File: config.mk
export PLATFORM = sky130hd
export DESIGN_NAME = present_ctrl
export DESIGN_NICKNAME = d
export VERILOG_FILES = /design/src/rtl/present_pkg.sv /design/src/rtl/pbox.sv /design/src/rtl/present_sbox.sv /design/src/rtl/present_ctrl.sv
export SDC_FILE = /design/constraint.sdc
export NUM_CORES = 1
export LEC_CHECK = 0
export CAP_MARGIN = 20
export CORE_ASPECT_RATIO = 0.9
export CORE_MARGIN = 8
export CORE_UTILIZATION = 50
export DETAILED_ROUTE_END_ITERATION = 12
export MAX_ROUTING_LAYER = met4
export PLACE_DENSITY = 0.79
export RECOVER_POWER = 100
export SLEW_MARGIN = 20
export SYNTH_ARGS = -nofsm -noshare
export SYNTH_HDL_FRONTEND = slang
export SYNTH_SLANG_ARGS = --single-unit
File: constraint.sdc
create_clock -name clk -period 2.1 [get_ports clk]
set_input_delay 0.42 -clock clk [delete_from_list [all_inputs] [get_ports clk]]
set_output_delay 0.42 -clock clk [all_outputs]
set_load 0.02 [all_outputs]
File: src/rtl/present_pkg.sv
// rtl/present_pkg.sv - shared constants, S-box table and FSM state type for the PRESENT-80 engine
package present_pkg;

  localparam int ROUNDS  = 31;
  localparam int BLOCK_W = 64;
  localparam int KEY_W   = 80;
  localparam int RND_W   = 5;

  // Entry n of the 4-bit S-box lives in nibble n (bits 4n+3:4n)
  localparam logic [63:0] SBOX = 64'h21748FE3DA09B65C;

  typedef enum logic [1:0] {
    ST_IDLE = 2'd0,
    ST_RUN  = 2'd1,
    ST_DONE = 2'd2
  } state_t;

endpackage

File: src/rtl/pbox.sv
// rtl/pbox.sv - PRESENT bit permutation, bit i moves to (16*i) mod 63, bit 63 fixed
module pbox
  import present_pkg::*;
(
  input  logic [BLOCK_W-1:0] i_d,
  output logic [BLOCK_W-1:0] o_d
);

  for (genvar gi = 0; gi < 63; gi++) begin : g_perm
    assign o_d[(16 * gi) % 63] = i_d[gi];
  end

  assign o_d[63] = i_d[63];

endmodule

File: src/rtl/present_sbox.sv
// rtl/present_sbox.sv - single 4-bit PRESENT S-box lookup
module present_sbox
  import present_pkg::*;
(
  input  logic [3:0] i_x,
  output logic [3:0] o_y
);

  assign o_y = SBOX[{i_x, 2'b00} +: 4];

endmodule

File: src/rtl/present_ctrl.sv
// rtl/present_ctrl.sv - iterative PRESENT-80 encryptor, one round per clock with valid/ready handshakes
module present_ctrl
  import present_pkg::*;
#(
  parameter int ROUNDS = 31
) (
  input  logic               clk,
  input  logic               rst_n,
  input  logic               in_valid,
  output logic               in_ready,
  input  logic [BLOCK_W-1:0] in_pt,
  input  logic [KEY_W-1:0]   in_key,
  output logic               out_valid,
  input  logic               out_ready,
  output logic [BLOCK_W-1:0] out_ct,
  output logic               busy
);

  // Only the full 31-round cipher is supported; the last round index is derived from it
  localparam logic [RND_W-1:0] LAST_RND = RND_W'(ROUNDS);

  state_t             r_state;
  logic [BLOCK_W-1:0] r_data;
  logic [KEY_W-1:0]   r_key;
  logic [RND_W-1:0]   r_rnd;
  logic [BLOCK_W-1:0] r_out_ct;
  logic               r_out_valid;

  logic [BLOCK_W-1:0] w_add;
  logic [BLOCK_W-1:0] w_sub;
  logic [BLOCK_W-1:0] w_perm;
  logic [KEY_W-1:0]   w_key_rot;
  logic [3:0]         w_key_sb;
  logic [KEY_W-1:0]   w_key_next;

  // Round datapath: add round key, substitute every nibble, permute
  assign w_add = r_data ^ r_key[79:16];

  for (genvar gn = 0; gn < 16; gn++) begin : g_sbox
    present_sbox u_sbox (
      .i_x (w_add[4*gn +: 4]),
      .o_y (w_sub[4*gn +: 4])
    );
  end

  pbox u_pbox (
    .i_d (w_sub),
    .o_d (w_perm)
  );

  // Key schedule: rotate left by 61, substitute top nibble, mix in round counter.
  // On the last round this same result supplies the final whitening key.
  assign w_key_rot = {r_key[18:0], r_key[79:19]};

  present_sbox u_key_sbox (
    .i_x (w_key_rot[79:76]),
    .o_y (w_key_sb)
  );

  assign w_key_next = {w_key_sb, w_key_rot[75:20], w_key_rot[19:15] ^ r_rnd, w_key_rot[14:0]};

  // Control FSM with the cipher state, key, round counter and result registers
  always_ff @(posedge clk or negedge rst_n) begin
    if (!rst_n) begin
      r_state     <= ST_IDLE;
      r_data      <= '0;
      r_key       <= '0;
      r_rnd       <= '0;
      r_out_ct    <= '0;
      r_out_valid <= 1'b0;
    end else begin
      case (r_state)
        ST_IDLE: begin
          if (in_valid) begin
            r_data  <= in_pt;
            r_key   <= in_key;
            r_rnd   <= RND_W'(1);
            r_state <= ST_RUN;
          end
        end
        ST_RUN: begin
          r_data <= w_perm;
          r_key  <= w_key_next;
          r_rnd  <= r_rnd + RND_W'(1);
          if (r_rnd == LAST_RND) begin
            r_out_ct    <= w_perm ^ w_key_next[79:16];
            r_out_valid <= 1'b1;
            r_state     <= ST_DONE;
          end
        end
        ST_DONE: begin
          if (out_ready) begin
            r_out_valid <= 1'b0;
            r_state     <= ST_IDLE;
          end
        end
        default: begin
          r_out_valid <= 1'b0;
          r_state     <= ST_IDLE;
        end
      endcase
    end
  end

  assign in_ready  = (r_state == ST_IDLE);
  assign busy      = (r_state == ST_RUN) || (r_state == ST_DONE);
  assign out_valid = r_out_valid;
  assign out_ct    = r_out_ct;

endmodule

==> flow_metrics.tcl, run 1 <==
set metrics [dict create \
    status "finished, final reports clean" \
    synth_ff_type "dfrtp_1" \
    start_util_pct 50.4 \
    dieWidth_um 189 \
    start_kind "flip-flop" \
    crit_arrival_ns 2.52 \
    mostFrequentLayoutCells "dfrtp_1 (213), nand2_1 (175), clkdlybuf4s50_1 (158), o21ai_0 (152), ha_1 (103)" \
    drive_above_1_share_pct 14.2 \
    antenna_left 0 \
    wl_per_cell_um 22.2 \
    layout_min_cycle_time_ns 2.07 \
    clock_skew_ns 0.0115 \
    tightest_slew_ns 1.01 \
    finalNonFillerCells 1986 \
    synth_top_area_cell "dfrtp_1" \
    critPathKind "reg -> reg" \
    synth-xor-area-share_pct 9.99 \
    synthTopCellsByArea "dfrtp_1 (40%), ha_1 (9.8%), mux2i_1 (7.1%), o21ai_0 (5.7%), nand2_1 (4.9%)" \
    fmax_mhz 483 \
    holdCritStartpoint "out_ct[58]" \
    setup_viol 0 \
    nNetsFinal 1870 \
    grt_pass1_wl_mm 66.7 \
    crit_path_cell_trace "xnor2_1, inv_1, ha_1, mux2i_1, ha_1, nor2_1, a21oi_1, o21ai_0" \
    cts_buffers 25 \
    n_antenna_cell 0 \
    finalWirelength_mm 44.1 \
    period_share_pct 98.6 \
    min_to "out_ct[58]" \
    worstSkewPairLatency_ns 0.54 \
    synth_nets 1598 \
    grt_overflow 0 \
    port-buffer-count 214 \
    synth_compound_area_share_pct 15.3 \
    postSynthAreaPerCell_um2 10.0 \
    core_um2 26700 \
    regToRegEndpoint "r_data[12]" \
    avgViaCountPerCell 5.66 \
    synth-warning-count 0 \
    path_max_fanout 4 \
    slew_headroom_pct 33.0 \
    grt_usage_pct 27.4 \
    yosysUniqueCellTypes 39 \
    synthAdderAreaFrac_pct 9.85 \
    dpl.hpwl_mm 33.7 \
    htree_levels 1 \
    grt_max_degree 71 \
    slowest_stage "dfrtp_1" \
    grt_pass1_vias 11500 \
    async_flop_share_pct 100 \
    crit_required_ns 2.54 \
    synth_mux_area_share_pct 12.9 \
    first_pass_iters 7 \
    vias 11200 \
    gp_congestion 0.925 \
    dieArea_um2 32500 \
    post_cts_buffers 0 \
    regToRegSetupSlack_ns 0.03 \
    timing.final.hold_violations 0 \
    hold_path_class "reg -> reg" \
    drt_iter0_drc 915 \
    synth_top_area_share_pct 40.1 \
    synth-simple-area-share_pct 7.31 \
    syn_inst 1344 \
    grt_antenna_before_repair 0 \
    cts_sinks 216 \
    synth-edff-count 0 \
    ys_ff_latch 216 \
    root_buffer "clkbuf_16" \
    r2r_cells 8 \
    clkSlewWorstSetupHoldPaths_ns 0.06 \
    path_buf_inv 1 \
    min_path_cells 2 \
    cts_tree "built" \
    final_common_cell "dfrtp_1" \
    pin_count 215 \
    post-route-drc-count 0 \
    report.final.slew_viol_count 0 \
    syn_area_um2 13500 \
    crit_top_cell "ha_1" \
    yosysSeqAreaShare_pct 40.1 \
    area_delta_synth_final_pct 30.9 \
    finalSetupTns_ns 0 \
    die_h_um 172 \
    place_inst 1942 \
    critPathTopFamily "adder cells" \
    r2r-start "r_key[65]" \
    synth_top_family_by_area "compound AO/OA/AOI/OAI gates" \
    hold_ws_ns 0.475 \
    cp-end-kind "flip-flop" \
    clockBufferDepth 3 \
    maxCapViolCount 0 \
    cpPeakStageDelay_ns 0.43 \
    rows 57 \
]
## area by class of cell
type,count,area (um2)
clock buffers,34,689
clock inverters,9,98.8
fillers,2072,9110
inverters,72,270
multi-input cells,977,7630
flip-flops and latches,216,5410
well taps,354,443
repair buffers,324,3100
## flip-flops by register name, indices dropped and copies added, names as in the netlist
register	cells
r_key	80
r_data	64
out_ct	64
r_state	2
out_valid	1
r_rnd	5
## timing repair
item	CTS	global route
hold buffers	1	0
resized for setup	8	36
endpoints found under the hold margin	55	0
setup endpoints to repair	5	38
pin swaps	0	5
## cell families after synthesis
kind of cell	after synthesis
buf+inv	151
fa+ha+maj	106
flops	216
simple gates	251
mux	130
compound gates	356
xor+xnor	134
## per-stage QoR
step / util [%] / area (um2) / worst slack, ns
floorplan: - / 13500 / 0.0577
global placement: 62.9 / 16800 / 0.0249
detailed placement: 62.9 / 16800 / -0.0321
CTS: 65.9 / 17600 / 0.00958
global route: 65.9 / 17600 / -0.00577
finish: 65.9 / 17600 / 0.0286
## Yosys cell counts, types with 4 or more instances
library cell	number
a22o_1	4
o31ai_1	16
nand2_1	176
a21oi_1	95
o21ai_0	154
ha_1	106
xor2_2	14
mux4_2	27
mux2i_1	95
xnor2_2	9
nor3_1	13
inv_2	5
a221oi_1	5
a211oi_1	31
a21o_1	33
xor2_1	51
buf_2	22
o22ai_1	7
xnor2_1	60
clkbuf_1	52
dfrtp_1	216
nor2_1	52
inv_1	67
mux4_1	6
## worst max-delay path by stage
| stage | start | end | slack (ns) | cells after the start |
|---|---|---|---|---|
| after global routing | r_key[69] | r_data[13] | -0.006 | 8 |
| final | r_key[65] | r_data[12] | 0.03 | 8 |
| after floorplan | r_rnd[0] | out_ct[57] | 0.06 | 9 |
| after global placement | r_key[32] | out_ct[36] | 0.02 | 5 |
| after detailed placement | in_valid | r_key[15] | -0.03 | 5 |
| after CTS | r_key[28] | out_ct[3] | 0.01 | 6 |
## tightest hold or removal path, cell delays in order (launching register included)
cell	delay [ns]
dfrtp_1	0.34
nand2_1	0.04
o21ai_0	0.06
## routing by layer
| layer | routed length, um | track usage (%) | vias up |
|---|---|---|---|
| li1 | - | - | 5138 |
| met1 | 19200 | 35.9 | 5542 |
| met2 | 19700 | 41.6 | 475 |
| met3 | 3440 | 5.80 | 89 |
| met4 | 1740 | 10.1 | 0 |
| met5 | 0 | - | - |
Power of run 1 is left out: the tool's default activity adds up to more than one toggle a clock period on the data nets, which glitch-free logic cannot reach.
==> run 2, diff against run 1 <==
--- a/config.mk
+++ b/config.mk
@@ -5,13 +5,14 @@
 export SDC_FILE = /design/constraint.sdc
 export NUM_CORES = 1
 export LEC_CHECK = 0
+export ABC_AREA = 1
 export CAP_MARGIN = 20
 export CORE_ASPECT_RATIO = 0.9
 export CORE_MARGIN = 8
 export CORE_UTILIZATION = 50
 export DETAILED_ROUTE_END_ITERATION = 12
 export MAX_ROUTING_LAYER = met4
-export PLACE_DENSITY = 0.79
+export PLACE_DENSITY = 0.78
 export RECOVER_POWER = 100
 export SLEW_MARGIN = 20
 export SYNTH_ARGS = -nofsm -noshare
==> run 2 against run 1 <==
Global-route usage grew 5.2 points. Routed wire length increased by 28%. Critical path depth fell by 5. Clock skew grew 0.0094 ns. Highest routed layer unchanged. Largest cell class unchanged. First-iteration DRC count increased by 86%. Core utilization is 0.77 points higher. Final cell count rose by 40%. Sequential share of layout area is 2.5 points lower. Maximum frequency increased by 0.32%. Register-to-register slack improved by 0.04 ns. Worst setup slack better by 0.0066 ns. Count of clock-buffer cells in the layout fell by 3.
==> flow_metrics.tcl, run 2 <==
set metrics [dict create \
    regMostFlops "r_key" \
    synth-edff-count 0 \
    synthTopCellsByArea "dfrtp_1 (37%), nand2_1 (21%), ha_1 (9.1%), nand3_1 (7.1%), o21ai_0 (5.7%)" \
    cts_sinks 216 \
    r2r-start "r_key[77]" \
    ys_ff_latch 216 \
    post-route-drc-count 0 \
    n_antenna_cell 0 \
    synth_top_area_share_pct 37.1 \
    core_um2 28800 \
    mostFrequentLayoutCells "nand2_1 (797), dfrtp_1 (213), clkdlybuf4s50_1 (211), nand3_1 (204), inv_1 (195)" \
    crit_required_ns 1.68 \
    syn_area_um2 14600 \
    async_flop_share_pct 100 \
    yosysSeqAreaShare_pct 37.1 \
    crit_arrival_ns 1.64 \
    yosysUniqueCellTypes 29 \
    cpPeakStageDelay_ns 0.39 \
    grt_overflow 0 \
    start_kind "flip-flop" \
    p_switching_mw 20.3 \
    synth_ff_type "dfrtp_1" \
    cts_tree "built" \
    power_frac_comb_pct 67.4 \
    synth_nets 2335 \
    power_density_nw_per_um2 2040 \
    setup_viol 0 \
    fmax_mhz 484 \
    clkSlewWorstSetupHoldPaths_ns 0.06 \
    htree_levels 1 \
    drive_above_1_share_pct 9.48 \
    r2r_cells 9 \
    final_common_cell "nand2_1" \
    hold_path_class "in -> reg" \
    yosys-top-cells-count "nand2_1 (806), dfrtp_1 (216), nand3_1 (206), inv_1 (200), o21ai_0 (166)" \
    cp-end-kind "output port" \
    nNetsFinal 2640 \
    area_delta_synth_final_pct 31.8 \
    slowest_stage "dfrtp_1" \
    die_h_um 178 \
    rows 59 \
    swShare_pct 52.0 \
    pwr-share-seq_pct 18.9 \
    report.final.slew_viol_count 0 \
    path_max_fanout 3 \
    holdCritStartpoint "in_key[31]" \
    finalWirelength_mm 56.5 \
    dpl.hpwl_mm 43.5 \
    p_clk_share_pct 13.7 \
    hold_ws_ns 0.453 \
    regToRegEndpoint "r_data[15]" \
    worst_slack_ns 0.0352 \
    pin_count 215 \
    avgViaCountPerCell 5.58 \
    synth_top_area_cell "dfrtp_1" \
    drt_iter0_drc 1699 \
    grt_pass1_wl_mm 85.8 \
    grt_pass1_vias 14700 \
    status "finished, final reports clean" \
    grt_usage_pct 32.6 \
    critPathKind "reg -> out" \
    vias 15500 \
    gp_congestion 0.976 \
    grt_antenna_before_repair 0 \
    slew_headroom_pct 37.6 \
    synth-warning-count 0 \
    grt_max_degree 77 \
    first_pass_iters 6 \
    port-buffer-count 214 \
    timing.final.hold_violations 0 \
    cts_buffers 26 \
    leakagePower_nw 9.65 \
    p_int_mw 18.8 \
    dp_slack_ns -0.00505 \
    antenna_left 0 \
    min_to "r_key[31]" \
    clock_skew_ns 0.0208 \
    crit_path_cell_trace "inv_1, ha_2, clkdlybuf4s15_1" \
    tightest_slew_ns 0.937 \
    period_share_pct 98.3 \
    postSynthAreaPerCell_um2 7.00 \
    syn_inst 2081 \
    dieArea_um2 34900 \
    wl_per_cell_um 20.4 \
    min_path_cells 3 \
    layout_min_cycle_time_ns 2.06 \
    start_util_pct 50.6 \
    root_buffer "clkbuf_16" \
    irDropWorstVdd_uv 969 \
    synth.most_common_cell "nand2_1" \
    clockBufferDepth 3 \
    regToRegSetupSlack_ns 0.07 \
    maxCapViolCount 0 \
    worstSkewPairLatency_ns 0.55 \
    largest_reg_flops 80 \
    dieWidth_um 196 \
]
## run 2: cell types whose count changed in the layout (fill, tap and decap cells not counted), sizes merged, moves of 39 or more
cell / before / now
mux2i: 95 / 0
dlygate4sd3: 53 / 1
clkdlybuf4s50: 158 / 211
buf: 94 / 133
inv: 72 / 202
nor2: 52 / 109
o211ai: 0 / 71
xnor2: 69 / 19
nand2: 176 / 807
nand3: 2 / 206
a21oi: 95 / 31
## run 2: repair_timing
item	in CTS	in global routing
hold buffers	1	0
gates cloned	0	1
buffers inserted	0	1
hold endpoints to repair	54	0
pin swaps	0	5
resized for setup	4	38
endpoints found under the setup margin	2	49
## run 2: area by class of cell
type | instances | area [um2]
Clock inverter | 17 | 293
Clock buffer | 31 | 721
Fill cell | 2477 | 9580
Timing Repair Buffer | 357 | 3440
Tap cell | 366 | 458
Multi-Input combinational cell | 1582 | 8120
Sequential cell | 216 | 5410
Inverter | 203 | 766
## run 2: how the worst max path moves through the flow
stage | from | endpoint | slack (ns) | cells past startpoint
finish | r_state[0] | busy | 0.04 | 3
global route | r_data[16] | r_data[4] | -0.005 | 9
CTS | r_state[1] | in_ready | 0.009 | 3
detailed placement | in_valid | r_data[48] | -0.005 | 7
global placement | in_valid | r_key[42] | 0.08 | 6
floorplan | r_key[17] | out_ct[0] | 0.18 | 11
## run 2: worst max-delay path: cells and delay by family, from the launching register on
family,cells,cell delay [ns]
adders and majority gates,1,0.31
buffers and inverters,2,0.41
DFF,1,0.39
## run 2: cell families after synthesis
| kind of cell | share of synthesized area (%) |
|---|---|
| AOI/OAI and AO/OA | 12.0 |
| buffers and inverters | 7.85 |
| xor gates and xnor gates | 3.13 |
| DFF | 37.1 |
| adders and majority gates | 9.10 |
| and+or+nand+nor | 30.9 |
## run 2: power by group through the flow
| stage | Clock [mW] | Sequential, mW | Combinational [mW] |
|---|---|---|---|
| finish | 5.36 | 7.38 | 26.3 |
| global route | 5.55 | 7.52 | 28.9 |
| CTS | 5.38 | 7.30 | 25.4 |
| detailed placement | 0 | 7.36 | 25.2 |
| global placement | 0 | 7.29 | 24.7 |
| floorplan | 0 | 6.82 | 15.7 |
## run 2: metal layers
metal	up-vias	GRT usage, %	routed length [um]
li1	7261	-	-
met1	7313	45.0	24800
met2	780	49.5	25200
met3	108	4.68	4820
met4	0	9.44	1770
met5	-	-	0
## run 2: through the flow
stage	setup TNS [ns]	total power, mW	std cells	cell area (um2)	util, %
finish	0	39.1	2772	19200	66.7
global route	-0.0132	42.0	2772	19200	66.7
CTS	0	38.1	2770	19100	66.5
detailed placement	-0.00806	32.6	2721	18100	63.0
global placement	0	32.0	2721	18100	63.0
floorplan	0	22.6	2081	14600	-
Note: power is estimated with default switching activity, not from simulation.
==> run 3, diff against run 2 <==
--- a/config.mk
+++ b/config.mk
@@ -14,6 +14,7 @@
 export MAX_ROUTING_LAYER = met4
 export PLACE_DENSITY = 0.78
 export RECOVER_POWER = 100
+export SETUP_SLACK_MARGIN = 0.02
 export SLEW_MARGIN = 20
 export SYNTH_ARGS = -nofsm -noshare
 export SYNTH_HDL_FRONTEND = slang
==> run 3 against run 2 <==
Final area down 0.23%. Global-route usage unchanged. Sequential cell count unchanged. Power down 0.26%. Clock power about the same. Final cell count unchanged. Non-clock buffer count unchanged. Largest power group unchanged. Maximum frequency up 0.55%. Count of clock-buffer cells in the layout unchanged. Critical path type unchanged.
==> flow_metrics.tcl, run 3 (same netlist as run 2, synthesis figures left out) <==
set metrics [dict create \
    status "finished, final reports clean" \
    cts_sinks 216 \
    grt_overflow 0 \
    crit_path_cell_trace "clkdlybuf4s50_1" \
    gp_congestion 0.976 \
    critPathTopFamily "buffers and inverters" \
    nNetsFinal 2640 \
    crit_required_ns 1.68 \
    avgViaCountPerCell 5.58 \
    fmax_mhz 487 \
    seqCellArea_um2 5410 \
    antenna_left 0 \
    dieArea_um2 34900 \
    grt_pass1_wl_mm 85.8 \
    drt_iter0_drc 1655 \
    grt_max_degree 77 \
    start_util_pct 50.6 \
    period_share_pct 97.8 \
    power_density_nw_per_um2 2030 \
    cpPeakStageDelay_ns 0.65 \
    rsz0062_at_grt "yes" \
    post-route-drc-count 0 \
    irDropWorstVdd_uv 918 \
    core_um2 28800 \
    hold_ws_ns 0.455 \
    clock_skew_ns 0.0220 \
    crit_arrival_ns 1.63 \
    report.final.slew_viol_count 0 \
    port-buffer-count 214 \
    largest_reg_flops 80 \
    layout_min_cycle_time_ns 2.05 \
    n_antenna_cell 0 \
    slew_headroom_pct 37.3 \
    setup_viol 0 \
    cts_tree "built" \
    clkSlewWorstSetupHoldPaths_ns 0.06 \
    die_h_um 178 \
    mostFrequentLayoutCells "nand2_1 (795), dfrtp_1 (213), nand3_1 (204), inv_1 (195), o21ai_0 (155)" \
    drive_above_1_share_pct 9.48 \
    cts_buffers 26 \
    rows 59 \
    pin_count 215 \
    hold_path_class "in -> reg" \
    maxCapViolCount 0 \
    htree_levels 1 \
    grt_pass1_vias 14700 \
    worstSkewPairLatency_ns 0.55 \
    first_pass_iters 7 \
    grt_usage_pct 32.6 \
    vias 15500 \
    path_buf_inv 1 \
    report.power.total_mw 39.0 \
    tightest_slew_ns 0.941 \
    critPathKind "reg -> out" \
    finalWirelength_mm 56.5 \
    dieWidth_um 196 \
    cp-end-kind "output port" \
    wl_per_cell_um 20.4 \
    dpl.hpwl_mm 43.5 \
    slowest_stage "clkdlybuf4s50_1" \
    final_common_cell "nand2_1" \
    timing.final.hold_violations 0 \
    path_max_fanout 2 \
    start_kind "flip-flop" \
    clockBufferDepth 3 \
    root_buffer "clkbuf_16" \
    regMostFlops "r_key" \
    multi_input_area_um2 8130 \
    nFillCells 2483 \
    area_delta_synth_final_pct 31.5 \
    grt_antenna_before_repair 0 \
    leakagePower_nw 9.83 \
]
==> run 3: final timing paths <==
| check | endpoint | slack (ns) | from | cells after the start |
|---|---|---|---|---|
| setup / recovery | out_ct[7] | 0.05 | out_ct[7] | 1 |
| hold / removal | r_key[31] | 0.45 | in_key[31] | 3 |
| min in group asynchronous | out_ct[32] | 0.60 | rst_n | 2 |
| max in group asynchronous | r_key[42] | 0.31 | rst_n | 3 |
| setup reg to reg | out_ct[14] | 0.10 | r_key[73] | 9 |
| hold reg to reg | out_ct[55] | 0.47 | out_ct[55] | 2 |
==> run 3: layer usage <==
layer  routed length (um)  up-vias  GRT usage (%)
met5                    0        -              -
met4                 1910        0           9.44
met3                 4750      126           4.68
met2                25000      776           49.5
met1                24800     7298           45.0
li1                     -     7272              -
==> run 3: area by class of cell <==
class                      count  share of cell area, %
inverter                     203                   4.00
tap                          366                   2.39
clock inverter                17                   1.53
sequential                   216                   28.2
clock buffer                  31                   3.76
multi-input combinational   1582                   42.4
timing repair buffer         357                   17.7
==> run 3: power breakdown <==
group	internal [mW]	switching, mW	total, mW
Sequential	5.75	1.64	7.39
Clock	3.42	1.95	5.37
Combinational	9.49	16.7	26.2
Total	18.7	20.3	39.0
==> run 3: repair_timing <==
action / 4_1_cts / 5_1_grt
endpoints found under the hold margin: 54 / 0
endpoints found under the setup margin: 2 / 66
resized for setup: 4 / 47
pin swaps: 0 / 6
buffers inserted: 0 / 1
cloned: 0 / 1
hold buffers: 1 / 0
==> run 3: stage by stage <==
stage / cell area, um2 / util, % / setup TNS [ns] / cells / worst slack, ns
after floorplan: 14600 / - / 0 / 2081 / 0.178
after global placement: 18100 / 63.0 / 0 / 2721 / 0.0811
after detailed placement: 18100 / 63.0 / -0.00806 / 2721 / -0.00505
after CTS: 19100 / 66.5 / 0 / 2770 / 0.00858
after global routing: 19200 / 66.6 / 0 / 2772 / 0.00705
final: 19200 / 66.6 / 0 / 2772 / 0.0464
